==> src/rtl/tm_axis_pkg.sv <==
// Shared constants for the Tsetlin inference stream datapath.
// The default buffer depth is the number of stream words needed to carry one feature vector.
package tm_axis_pkg;

  localparam int DATA_WIDTH_DEFAULT  = 64;
  localparam int FEATURE_NUM         = 784;
  localparam int PACKETS_NUM_DEFAULT = (FEATURE_NUM - 1) / DATA_WIDTH_DEFAULT + 1;

  // Width of a pointer into a buffer of the given depth (at least one bit)
  function automatic int ptr_width(input int depth);
    return (depth > 1) ? $clog2(depth) : 1;
  endfunction

endpackage

==> src/rtl/axis_adder_s00_axis_circ_ptr.sv <==
// Incrementing pointer that wraps from DEPTH-1 back to 0.
// The wrap is explicit, so the depth does not have to be a power of two.
module circ_ptr #(
  parameter int DEPTH = 13,
  parameter int WIDTH = 4
) (
  input  logic             clk,
  input  logic             rst,
  input  logic             inc,
  output logic [WIDTH-1:0] ptr
);

  localparam logic [WIDTH-1:0] LAST = WIDTH'(DEPTH - 1);

  always_ff @(posedge clk) begin
    if (rst)
      ptr <= '0;
    else if (inc)
      ptr <= (ptr == LAST) ? '0 : ptr + 1'b1;
  end

endmodule

==> src/rtl/axis_adder_s00_axis.sv <==
// AXI4-Stream slave ingress buffer: a circular buffer with first-word-fall-through output.
// It also exports a per-slot occupancy bitmap and a full flag for the inference core.
module axis_adder_s00_axis
  import tm_axis_pkg::*;
#(
  parameter int DATA_WIDTH  = DATA_WIDTH_DEFAULT,
  parameter int PACKETS_NUM = PACKETS_NUM_DEFAULT
) (
  input  logic                   clk,
  input  logic                   rst,
  input  logic [DATA_WIDTH-1:0]  s_axis_tdata,
  input  logic                   s_axis_tvalid,
  output logic                   s_axis_tready,
  input  logic                   s_axis_tlast,
  output logic [PACKETS_NUM-1:0] valid,
  output logic                   full,
  output logic [DATA_WIDTH-1:0]  m_axis_tdata,
  output logic                   m_axis_tvalid,
  input  logic                   m_axis_tready
);

  localparam int PW = ptr_width(PACKETS_NUM);

  logic [DATA_WIDTH-1:0] mem [PACKETS_NUM];
  logic [PW-1:0]         wr_ptr;
  logic [PW-1:0]         rd_ptr;
  logic                  push;
  logic                  pop;
  logic                  unused_tlast;

  // Framing is tracked by the inference core, so tlast is deliberately dropped here
  assign unused_tlast = s_axis_tlast;

  assign full          = &valid;
  assign s_axis_tready = !rst && !full;
  assign m_axis_tvalid = valid[rd_ptr];
  assign m_axis_tdata  = m_axis_tvalid ? mem[rd_ptr] : '0;

  assign push = s_axis_tvalid && s_axis_tready;
  assign pop  = m_axis_tvalid && m_axis_tready;

  circ_ptr #(.DEPTH(PACKETS_NUM), .WIDTH(PW)) u_wr_ptr (
    .clk (clk),
    .rst (rst),
    .inc (push),
    .ptr (wr_ptr)
  );

  circ_ptr #(.DEPTH(PACKETS_NUM), .WIDTH(PW)) u_rd_ptr (
    .clk (clk),
    .rst (rst),
    .inc (pop),
    .ptr (rd_ptr)
  );

  always_ff @(posedge clk) begin
    if (push)
      mem[wr_ptr] <= s_axis_tdata;
  end

  // A simultaneous push and pop always touch different slots, so both updates can apply
  always_ff @(posedge clk) begin
    if (rst) begin
      valid <= '0;
    end else begin
      if (push)
        valid[wr_ptr] <= 1'b1;
      if (pop)
        valid[rd_ptr] <= 1'b0;
    end
  end

endmodule

==> config.mk <==
export PLATFORM = sky130hd
export DESIGN_NAME = axis_adder_s00_axis
export DESIGN_NICKNAME = d
export VERILOG_FILES = /design/src/rtl/tm_axis_pkg.sv /design/src/rtl/axis_adder_s00_axis_circ_ptr.sv /design/src/rtl/axis_adder_s00_axis.sv
export SDC_FILE = /design/constraint.sdc
export NUM_CORES = 1
export LEC_CHECK = 0
export BUFFER_PORTS_ARGS = -buffer_cell sky130_fd_sc_hd__buf_2
export CORE_MARGIN = 2
export CORE_UTILIZATION = 30
export DETAILED_ROUTE_END_ITERATION = 7
export SLEW_MARGIN = 15
export SYNTH_ARGS = -nofsm -noshare
export SYNTH_HDL_FRONTEND = slang
export SYNTH_SLANG_ARGS = --single-unit
==> constraint.sdc <==
create_clock -name clk -period 6.6 [get_ports clk]
set_clock_uncertainty 0.1 [all_clocks]
set_input_delay 0.66 -clock clk [delete_from_list [all_inputs] [get_ports clk]]
set_output_delay 0.66 -clock clk [all_outputs]
set_load 0.03 [all_outputs]
==> qor.csv <==
stage;metric;value;unit
power_and_ir_drop;ir_drop;0.167;mV
layout;stdcell_area;38100;um^2
setup_path;path_class;flip-flop to output pin;
setup_path;cp.buffers_inverters;2;
synthesis;synth.distinct_cells;46;
synthesis;synth_top_area_share;76.2;%
floorplanning;start_util;30.2;%
setup_path;cp.arrival;3.88;ns
floorplanning;boundaryPins;149;
clock_tree;cts.sinks;857;
clock_tree;insertion_delay;0.64;ns
global_routing;grt_pass1_wl;111000;um
drt;avgViaCountPerCell;4.99;
timing;fin_crit;4.64;ns
timing;rsz0062_at_grt;no;
drt;ant_nets;0;
synthesis;synth-seq-cells;857;
synthesis;ys_warn_count;0;
global_routing;grt.total_usage;13.6;%
placed_design;io_buffers;147;
global_routing;grt_pass1_vias;16624;
clock_tree;cts_tree;done;
synthesis;synthesis.nets;1527;
layout;layout.nets;1704;
clock_tree;cts_buffers;86;
global_routing;gr-total-overflow;0;
placed_design;dpl-instance-area;35200;um^2
clock_tree;post_cts_resized;0;
global_routing;grt_max_degree;70;
placed_design;dp_cells;2953;
synthesis;syn_avg_cell_area;22.6;um^2
synthesis;synthTopCellsByArea;edfxtp_1 76%, mux4_2 14%, mux2i_1 2.0%;
layout;drive_above_1_share;32.0;%
synthesis;ys_seq_area_share;77.8;%
setup_path;worstPathCellList;or2_4, buf_4, o22ai_1, a211oi_1, buf_2;
clock_tree;path_clk_slew;0.06;ns
placed_design;dp_slack;2.51;ns
synthesis;synth_edf_count;832;
timing;setup_violations;0;
timing;fin_setup_tns;0;ns
setup_path;slowest_delay;0.98;ns
placed_design;routabilityCongestion;0.727;
power_and_ir_drop;p_per_area;309;nW/um^2
synthesis;syn_inst;1450;
worst_hold_path;holdCritPathClass;input port to flip-flop;
setup_path;worst-path-max-fanout;41;
setup_path;slowest_stage;dfxtp_4;
clock_tree;cts_hold_buf;0;
power_and_ir_drop;p_total;11.7;mW
setup_path;cp-end-kind;output pin;
synthesis;synthesis.area;32800;um^2
synthesis;async_reset_ff_share;0;%
drt;first_pass_iters;5;
timing;relSlewSlack;23.7;%
synthesis;synth_common_cells;832 x edfxtp_1, 197 x mux4_2, 67 x mux2i_1, 64 x o22ai_1, 53 x clkbuf_1;
setup_path;required;5.84;ns
timing;max_freq;216;MHz
floorplanning;fp.coreArea;109000;um^2
drt;first_iter_violations;1434;
floorplanning;die_h;335;um
drt;drc;0;
drt;via_count;15513;
floorplanning;die_w;335;um
layout;nFillCells;9863;
synthesis;yosys.area.top_type;edfxtp_1;
layout;final_cells;3109;
layout;regArea;25500;um^2
placed_design;dpl.hpwl;40100;um
clock_tree;cts_root_buffer;clkbuf_16;
drt;wire_per_inst;24.6;um
flow_run;drv_cap;0;
layout;area_delta_synth_final;16.1;%
global_routing;antenna_found_initial;13;
timing;worst_pin_slew;1.13;ns
clock_tree;cts_buffer_depth;3;
floorplanning;die_area;112000;um^2
layout;postLayoutCoreUtil;35.1;%
clock_tree;postCtsSetupRepairBufs;0;
drt;routed_wl;76600;um
timing;setup_ws;1.96;ns
synthesis;synth_most_common_cell;edfxtp_1;
setup_path;startpoint_type;flip-flop;
setup_path;path_delay_family;flip-flops;
floorplanning;rows;121;
timing;timing.hold.ws;0.251;ns
synthesis;synth_top_flop_cell;edfxtp_1;
timing;hold_violations;0;
timing;fin_crit_sh;70.3;%
layout;multiInputGateArea;6900;um^2
clock_tree;htree_levels;3;
outcome;outcome;completed;
timing;report.final.slew_viol_count;0;
power_and_ir_drop;leakagePower;11.5;nW
[state kept, by name, summed over array words and instances, names as in the netlist, named ones only]
register      flops
u_wr_ptr.ptr      4
valid            13
mem             832
u_rd_ptr.ptr      4
[worst reg2reg max path, cell delays in order (launching register included)]
cell and delay (ns):
dfxtp_1 0.36, nand4_1 0.16, o41a_1 0.65, and3_1 0.35, and2_4 0.72, buf_4 0.59
[final cells by class]
| type | instances | area share, % |
|---|---|---|
| flip-flops and latches | 857 | 67.0 |
| well taps | 1414 | 4.65 |
| clock buffers | 105 | 6.01 |
| multi-input cells | 497 | 18.1 |
| diodes | 1 | 0.00658 |
| clock inverters | 50 | 1.47 |
| inverters | 8 | 0.0789 |
| repair buffers | 177 | 2.66 |
[kinds of logic (layout without fill, tap and decap cells)]
| family | count (synthesis) | count (layout) | synth area share, % |
|---|---|---|---|
| buffers and inverters | 96 | 340 | 1.37 |
| AOI/OAI and AO/OA | 173 | 173 | 4.07 |
| adders and majority gates | 8 | 8 | 0.305 |
| and+or+nand+nor | 51 | 51 | 0.863 |
| other | 0 | 1 | 0 |
| muxes | 265 | 265 | 15.6 |
| DFF | 857 | 857 | 77.8 |
[where the power goes]
| group | switching, mW | internal (mW) | total, mW |
|---|---|---|---|
| Sequential | 0.0459 | 6.01 | 6.06 |
| Combinational | 0.483 | 0.293 | 0.776 |
| Clock | 2.07 | 2.84 | 4.91 |
| Total | 2.60 | 9.14 | 11.7 |
[worst paths after layout]
kind	start	cells after the start	slack, ns	to
hold / removal	s_axis_tdata[56]	1	0.25	mem[10][56]
setup reg to reg	valid[1]	5	3.26	mem[2][34]
setup / recovery	flip-flop	5	1.96	m_axis_tdata[2]
hold reg to reg	u_wr_ptr.ptr[0]	1	0.46	u_wr_ptr.ptr[0]
[cell usage in the layout (no fill, tap or decap), drive strengths merged, types with 3 or more instances in the layout]
cell type  netlist  layout
clkinv           0      29
nand2            8       8
a211oi          72      72
clkinvlp         0       7
o21ai            4       4
dfxtp           25      25
nand4            5       5
mux2i           67      67
o211a            3       3
mux4           197     197
inv              8      13
and3             7       7
a21oi            5       5
bufinv           0       9
nor2             4       4
buf             35     177
ha               8       8
o22ai           65      65
clkbuf          53     105
and2             9       9
nand3            6       6
a41oi            8       8
nor3             3       3
edfxtp         832     832
[layer usage]
metal | vias to the layer above | global-route usage, % | share of wire [%]
met5 | - | 0 | 0.16
met4 | 18 | 4.52 | 2.6
met3 | 136 | 3.28 | 6.1
met2 | 437 | 23.2 | 50
met1 | 8325 | 17.0 | 41
li1 | 6597 | - | -
(Power assumes the default switching activity.)
